[config.mk]
export PLATFORM = sky130hd
export DESIGN_NAME = score_digit_render
export DESIGN_NICKNAME = d
export VERILOG_FILES = /design/src/rtl/score_digit_render.sv
export SDC_FILE = /design/constraint.sdc
export NUM_CORES = 1
export LEC_CHECK = 0
export BUFFER_PORTS_ARGS = -buffer_cell sky130_fd_sc_hd__buf_2
export CAP_MARGIN = 40
export CORE_MARGIN = 2
export CORE_UTILIZATION = 42
export CTS_BUF_LIST = sky130_fd_sc_hd__clkbuf_4
export CTS_CLUSTER_SIZE = 40
export DETAILED_ROUTE_END_ITERATION = 10
export GPL_TIMING_DRIVEN = 0
export HOLD_SLACK_MARGIN = 0.03
export PLACE_DENSITY = 0.63
export SYNTH_ARGS = -nofsm -noshare
export SYNTH_HDL_FRONTEND = slang
export SYNTH_SLANG_ARGS = --single-unit
export TNS_END_PERCENT = 50
[constraint.sdc]
create_clock -name iClk -period 2.7 [get_ports iClk]
set_clock_uncertainty 0.15 [all_clocks]
set_input_delay 0.54 -clock iClk [delete_from_list [all_inputs] [get_ports iClk]]
set_output_delay 0.54 -clock iClk [all_outputs]
set_load 0.01 [all_outputs]
[src/rtl/score_digit_render.sv]
// score_digit_render: draws the two-digit BCD score as two scaled 8x8 glyphs.
// The score is sampled once per frame at position (0,0), so a score change
// part-way through a frame cannot tear the digits.
// Pixel path: 2-cycle fixed latency.
//   Stage 1 does the box test and works out cell, glyph row and glyph column.
//   Stage 2 does the glyph ROM lookup and registers oPixOn.
// Optional feature: define SCORE_BLINK_EN to make the digits flicker for
// BLINK_FRAMES frames after a score change.
module score_digit_render #(
  parameter int H_TOT        = 800,
  parameter int V_TOT        = 525,
  parameter int X0           = 296,
  parameter int Y0           = 16,
  parameter int SCALE_LOG2   = 2,
  parameter int BLINK_FRAMES = 30
) (
  input  logic                     iClk,
  input  logic                     iRst_n,
  input  logic [7:0]               iScore,
  input  logic [$clog2(H_TOT)-1:0] iHPos,
  input  logic [$clog2(V_TOT)-1:0] iVPos,
  output logic                     oPixOn,
  output logic [7:0]               oFrameScore
);

  localparam int HW     = $clog2(H_TOT);
  localparam int VW     = $clog2(V_TOT);
  localparam int CELL_W = 8 << SCALE_LOG2;

  localparam logic [HW-1:0] X0_H    = HW'(X0);
  localparam logic [VW-1:0] Y0_V    = VW'(Y0);
  localparam logic [HW-1:0] BOX_W_H = HW'(2 * CELL_W);
  localparam logic [VW-1:0] BOX_H_V = VW'(CELL_W);

  // Returns one 8-bit glyph row, with the leftmost column in bit 7.
  // The 5x7 font sits in columns 1..5. Row 7 is blank. Nibbles 10-15 are blank.
  function automatic logic [7:0] glyph_row(input logic [3:0] nib, input logic [2:0] row);
    logic [4:0] f;
    case ({nib, row})
      7'h00: f = 5'b01110; 7'h01: f = 5'b10001; 7'h02: f = 5'b10011; 7'h03: f = 5'b10101;
      7'h04: f = 5'b11001; 7'h05: f = 5'b10001; 7'h06: f = 5'b01110;
      7'h08: f = 5'b00100; 7'h09: f = 5'b01100; 7'h0A: f = 5'b00100; 7'h0B: f = 5'b00100;
      7'h0C: f = 5'b00100; 7'h0D: f = 5'b00100; 7'h0E: f = 5'b01110;
      7'h10: f = 5'b01110; 7'h11: f = 5'b10001; 7'h12: f = 5'b00001; 7'h13: f = 5'b00010;
      7'h14: f = 5'b00100; 7'h15: f = 5'b01000; 7'h16: f = 5'b11111;
      7'h18: f = 5'b11111; 7'h19: f = 5'b00010; 7'h1A: f = 5'b00100; 7'h1B: f = 5'b00010;
      7'h1C: f = 5'b00001; 7'h1D: f = 5'b10001; 7'h1E: f = 5'b01110;
      7'h20: f = 5'b00010; 7'h21: f = 5'b00110; 7'h22: f = 5'b01010; 7'h23: f = 5'b10010;
      7'h24: f = 5'b11111; 7'h25: f = 5'b00010; 7'h26: f = 5'b00010;
      7'h28: f = 5'b11111; 7'h29: f = 5'b10000; 7'h2A: f = 5'b11110; 7'h2B: f = 5'b00001;
      7'h2C: f = 5'b00001; 7'h2D: f = 5'b10001; 7'h2E: f = 5'b01110;
      7'h30: f = 5'b00110; 7'h31: f = 5'b01000; 7'h32: f = 5'b10000; 7'h33: f = 5'b11110;
      7'h34: f = 5'b10001; 7'h35: f = 5'b10001; 7'h36: f = 5'b01110;
      7'h38: f = 5'b11111; 7'h39: f = 5'b00001; 7'h3A: f = 5'b00010; 7'h3B: f = 5'b00100;
      7'h3C: f = 5'b01000; 7'h3D: f = 5'b01000; 7'h3E: f = 5'b01000;
      7'h40: f = 5'b01110; 7'h41: f = 5'b10001; 7'h42: f = 5'b10001; 7'h43: f = 5'b01110;
      7'h44: f = 5'b10001; 7'h45: f = 5'b10001; 7'h46: f = 5'b01110;
      7'h48: f = 5'b01110; 7'h49: f = 5'b10001; 7'h4A: f = 5'b10001; 7'h4B: f = 5'b01111;
      7'h4C: f = 5'b00001; 7'h4D: f = 5'b00010; 7'h4E: f = 5'b01100;
      default: f = 5'b00000;
    endcase
    return {1'b0, f, 2'b00};
  endfunction

  logic            frame_start_s;
  logic [HW-1:0]   dx_s;
  logic [VW-1:0]   dy_s;
  logic [7:0]      snap_q, snap_d;
  logic            in_box_q, in_box_d;
  logic            sel_ones_q, sel_ones_d;
  logic [3:0]      nib_q, nib_d;
  logic [2:0]      row_q, row_d;
  logic [2:0]      col_q, col_d;
  logic [7:0]      glyph_s;
  logic            mask_s;
  logic            pix_q, pix_d;

  assign frame_start_s = (iHPos == {HW{1'b0}}) && (iVPos == {VW{1'b0}});
  assign dx_s          = iHPos - X0_H;
  assign dy_s          = iVPos - Y0_V;

  // Next snapshot: take the live score only at the frame-start position.
  always_comb begin
    if (frame_start_s) begin
      snap_d = iScore;
    end else begin
      snap_d = snap_q;
    end
  end

  // Stage 1 decode: box test, cell select, glyph row and column from the offsets.
  always_comb begin
    in_box_d   = (iHPos >= X0_H) && (dx_s < BOX_W_H) && (iVPos >= Y0_V) && (dy_s < BOX_H_V);
    sel_ones_d = dx_s[SCALE_LOG2 + 3];
    col_d      = dx_s[SCALE_LOG2 + 2 -: 3];
    row_d      = dy_s[SCALE_LOG2 + 2 -: 3];
    if (sel_ones_d) begin
      nib_d = snap_q[3:0];
    end else begin
      nib_d = snap_q[7:4];
    end
  end

  // Stage 2 pixel: ROM row lookup and column pick.
  // A zero tens digit is blanked so that a single-digit score has no leading zero.
  always_comb begin
    glyph_s = glyph_row(nib_q, row_q);
    if (!in_box_q || mask_s) begin
      pix_d = 1'b0;
    end else if (!sel_ones_q && (nib_q == 4'd0)) begin
      pix_d = 1'b0;
    end else begin
      pix_d = glyph_s[3'd7 - col_q];
    end
  end

  // Snapshot and both pipeline stages; all of them are cleared by reset.
  always_ff @(posedge iClk or negedge iRst_n) begin
    if (!iRst_n) begin
      snap_q     <= 8'h00;
      in_box_q   <= 1'b0;
      sel_ones_q <= 1'b0;
      nib_q      <= 4'h0;
      row_q      <= 3'd0;
      col_q      <= 3'd0;
      pix_q      <= 1'b0;
    end else begin
      snap_q     <= snap_d;
      in_box_q   <= in_box_d;
      sel_ones_q <= sel_ones_d;
      nib_q      <= nib_d;
      row_q      <= row_d;
      col_q      <= col_d;
      pix_q      <= pix_d;
    end
  end

`ifdef SCORE_BLINK_EN
  localparam int BW = ($clog2(BLINK_FRAMES + 1) < 3) ? 3 : $clog2(BLINK_FRAMES + 1);

  logic [BW-1:0] blink_q, blink_d;

  // Blink counter: a score change at frame start reloads it.
  // Otherwise it counts down once per frame until it reaches zero.
  always_comb begin
    if (frame_start_s && (iScore != snap_q)) begin
      blink_d = BW'(BLINK_FRAMES);
    end else if (frame_start_s && (blink_q != {BW{1'b0}})) begin
      blink_d = blink_q - {{(BW-1){1'b0}}, 1'b1};
    end else begin
      blink_d = blink_q;
    end
  end

  // Blink counter register.
  always_ff @(posedge iClk or negedge iRst_n) begin
    if (!iRst_n) begin
      blink_q <= {BW{1'b0}};
    end else begin
      blink_q <= blink_d;
    end
  end

  // Counter bit 2 gives 4 frames on and 4 frames off while the blink runs.
  assign mask_s = (blink_q != {BW{1'b0}}) && blink_q[2];
`else
  // Without the blink feature the mask is constant low.
  // BLINK_FRAMES is never negative, so this compare is always false.
  assign mask_s = (BLINK_FRAMES < 32'sd0);
`endif

  assign oPixOn      = pix_q;
  assign oFrameScore = snap_q;

endmodule

Word level (Yosys, flattened, before mapping) --
Memories as Yosys holds them, arrays and structs flattened. Index checks and enable logic that the tools add are counted.
Word-level totals: latch bits 0, bits in read-only memories 640, memory bits (writable) 0, memories kept 1, logic and storage cells 30, flip-flop bits (word level) 21, output and inout bits 9
Memories:
- (no name shown) | words 128, bits a word 5, read ports 1, clocked after memory_dff 0, wr ports 0, RTL line 39 | case ({nib, row})
Cells by class: equality and inequality tests 0, shifts and indexed selects 0, order comparisons 5, reductions and logical operators 9, mux-type cells 5, div/mod/pow operators 0, multiply operators 0, add/sub/neg operators 3, bitwise logic cells 0
Operators by type and width (count):
- logical NOT 10 bit | 2
- greater-or-equal comparator 10 x 5 -> 1 bit, second input constant | 1
- greater-or-equal comparator 10 x 9 -> 1 bit, second input constant | 1
- < comparator 10 x 6 -> 1 bit, second input constant | 1
- < comparator 10 x 7 -> 1 bit, second input constant | 1
- subtractor 10 x 5 -> 10 bit, second input constant | 1
- subtractor 10 x 9 -> 10 bit, second input constant | 1
- logical AND 1 bit | 5
- logical NOT 4 bit | 1
- < comparator 3 x 4 -> 1 bit, second input constant | 1
- 2-to-1 mux 4 bit | 1
- binary-select mux 1 bit (select 3 bit) | 1
- 2-to-1 mux 1 bit | 3
- subtractor 3 bit, first input constant | 1
- logical NOT 1 bit | 1

Longest topological paths before layout --
word-level depth 5, mapped depth 9, mapped depth without buffers 8

Worst setup path before layout --
OpenSTA, ideal clock, no wires.
kind register to register, start register row_q[1], end register pix_q (netlist: oPixOn), period minus slack after synthesis 2.137 ns, cell stages (with the launch flop) 9, path slack 0.563 ns, arrival time 1.856 ns, data required time 2.420 ns, path through dfrtp_1 -> inv_1 -> ha_1 -> nor2b_1 -> a311oi_1 -> a221oi_1 -> a311o_1 -> o221ai_1 -> o22ai_1
On the way: longest elaborated chain between the ends 5
Ends and longest elaborated chain:
- start, declared | RTL line 72 | logic [2:0] row_q, row_d;
- start signal, assigned | RTL line 132 | row_q <= row_d;
- memory read (128 x 5 bit)
- binary-select mux 1 bit (select 3 bit) | RTL line 113 | pix_d = glyph_s[3'd7 - col_q];
- 2-to-1 mux 1 bit (not written as such) | RTL line 113
- 2-to-1 mux 1 bit | RTL line 110 | end else if (!sel_ones_q && (nib_q == 4'd0)) begin
- 2-to-1 mux 1 bit | RTL line 108 | if (!in_box_q || mask_s) begin
- via pix_d | RTL line 76 | logic pix_q, pix_d;
- end signal, assigned | RTL line 134 | pix_q <= pix_d;
- end, declared | RTL line 76
The timed path passes the listed nets, and every way through them passes these cells. The select of a mux whose other input is x is not followed. A chain may end at the register's enable or synchronous reset.

Final worst setup path --
Same ends and word-level chain as after synthesis.

==> metrics.cfg <==
[sta]
hold_slack_ns = 0.211
min_period_over_period_pct = 92.5
fmax_mhz = 400
worst_pin_slew_ns = 0.570
relSlewSlack_pct = 61.7
setup_ws_ns = 0.203
rsz0062_at_grt = false
fin_crit_ns = 2.50
fin_setup_tns_ns = 0
report.final.slew_viol_count = 0
setup_viol = 0
hold_viol_final = 0

[min_path]
hold_path_depth = 1
hold_class = input port to flip-flop

[synthesis]
syn_nets = 225
synth_cells = 184
synth-async-reset-ratio_pct = 100
seq_area_frac_synth_pct = 32.5
yosys-top-cells-area = dfrtp_1 (32%), ha_1 (8.5%), mux2_2 (5.6%)
yosys_warnings = 0
synthTopCellsByCount = nand2_1 (22), dfrtp_1 (21), inv_1 (16), ha_1 (11), o21ai_0 (10)
synth_top_flop_cell = dfrtp_1
synth_top_area_share_pct = 32.5
yosysTopAreaCell = dfrtp_1
synth_most_common_cell = nand2_1
ys_ff_latch = 21
synth_edf_count = 0
synthDistinctLibCells = 43
syn_avg_cell_area_um2 = 8.80
synthesis.area_um2 = 1620

[cells_and_area]
fillers = 360
num_antenna_cells = 0
layout.nets = 268
drive_gt1_share_pct = 27.4
post-route-util_pct = 51.7
final_cells = 274
multi_input_area_um2 = 982
syn2layout_area_growth_pct = 17.9
seq_area_um2 = 528

[drt]
drt_iter0_drc = 227
drt_pass1_iterations = 4
num_vias = 1541
drc = 0
routed_wl_um = 3840
vias_per_cell = 5.62
ant_nets = 0
wl_per_cell_um = 14.0

[critical_path]
required_ns = 2.77
endpoint_kind = flip-flop
path_class = flip-flop to flip-flop
arrival_ns = 2.56
worst_r2r_path_depth = 8
cp_max_fo = 11
start_kind = flip-flop

[clock_tree]
numCtsBuffers = 3
cts-root-buf = clkbuf_4
clk_pin_slew_ns = 0.11
clk_latency_ns = 0.30
cts_tree = done
ctsHtreeMaxLevel = 1
cts_buffer_depth = 2
post_cts_buffers = 0
cts_sinks = 21

[global_route]
grt_usage_pct = 18.4
grt_pass1_vias = 1403
overflow = 0
grt_first_pass_wirelength_um = 6370
grt_max_degree = 22
antenna_found_initial = 0

[floorplan]
core_um2 = 3690
die_x_um = 66.1
pin_count = 39
die_area_um2 = 4370
row_count = 22
start_util_pct = 43.9
die_y_um = 66.1

[power]
irDropWorstVdd_v = 0.000307
leakagePower_nw = 0.949
power.density_nw_per_um2 = 315

[placement]
pre_cts_ws_ns = 0.151
port_buffers = 38
place_congestion = 0.938
dp.cells = 270
post-dp-hpwl_um = 2940

[outcome]
status = finished clean

[job]
maxCapViolCount = 0

per-layer routing:
layer  GRT usage, %  up-vias  wire length [um]
li1               -      757                 -
met1           25.1      708              1740
met2           30.6       67              1810
met3           2.04        9               248
met4           5.36        0                41
met5              0        -                 0
critical path: stages (launching register included):
cell,delay (ns)
dfrtp_2,0.51
inv_1,0.15
ha_1,0.43
o211a_1,0.26
o21ai_0,0.18
a221oi_1,0.12
a221oi_1,0.27
o221ai_1,0.21
o22ai_1,0.15
cell usage in the layout (no fill, tap or decap), types with 6 or more instances in the layout:
cell type,count
o21ai_0,10
buf_2,43
nor3_1,7
dfrtp_1,19
mux2_2,8
ha_1,11
nand2b_1,6
a21oi_1,9
nand2_1,22
inv_1,16
a221oi_1,6
path summary, 6_finish.rpt:
check | endpoint | slack [ns] | startpoint
max in group asynchronous | row_q[1] | 1.50 | iRst_n
setup reg to reg | oPixOn | 0.20 | row_q[1]
hold / removal | row_q[1] | 0.21 | iVPos[3]
min in group asynchronous | oFrameScore[5] | 0.55 | iRst_n
hold reg to reg | nib_q[1] | 0.36 | oFrameScore[1]
setup / recovery | oPixOn | 0.20 | row_q[1]
per-stage QoR:
| stage | instance area (um^2) | power [mW] |
|---|---|---|
| after floorplan | 1620 | 0.405 |
| final | 1910 | 0.600 |
| after global placement | 1870 | 0.455 |
| after CTS | 1910 | 0.605 |
| after global routing | 1910 | 0.642 |
| after detailed placement | 1870 | 0.455 |
logic make-up (layout without fill, tap and decap cells):
group	count (synthesis)	after routing	synth area share (%)
flops	21	21	32.5
buf+inv	27	69	6.88
mux	13	13	9.43
simple gates	56	56	18.4
xor+xnor	3	3	1.62
compound gates	53	53	22.7
fa+ha+maj	11	11	8.50
power by group:
group          total, mW  switching [mW]  internal [mW]
sequential         0.331         0.00993          0.322
combinational      0.119          0.0674         0.0518
clock              0.150          0.0933         0.0564
flip-flops by register name, indices dropped and copies added, names as in the netlist:
signal and flops:
oPixOn 1, sel_ones_q 1, in_box_q 1, oFrameScore 8, nib_q 4, col_q 3
row_q 3
layout make-up:
type	instances	share of cell area, %
Clock inverter	1	0.393
Timing Repair Buffer	39	10.5
Multi-Input combinational cell	136	51.5
Sequential cell	21	27.7
Clock buffer	3	1.18
Tap cell	48	3.15
Inverter	17	3.34
Buffer	9	2.30
what timing repair did:
action,4_1_cts,5_1_grt
hold endpoints to repair,13,0
resized for setup,0,2
endpoints found under the setup margin,0,1
hold buffers,1,0
Power figures use the tool's default switching activity.
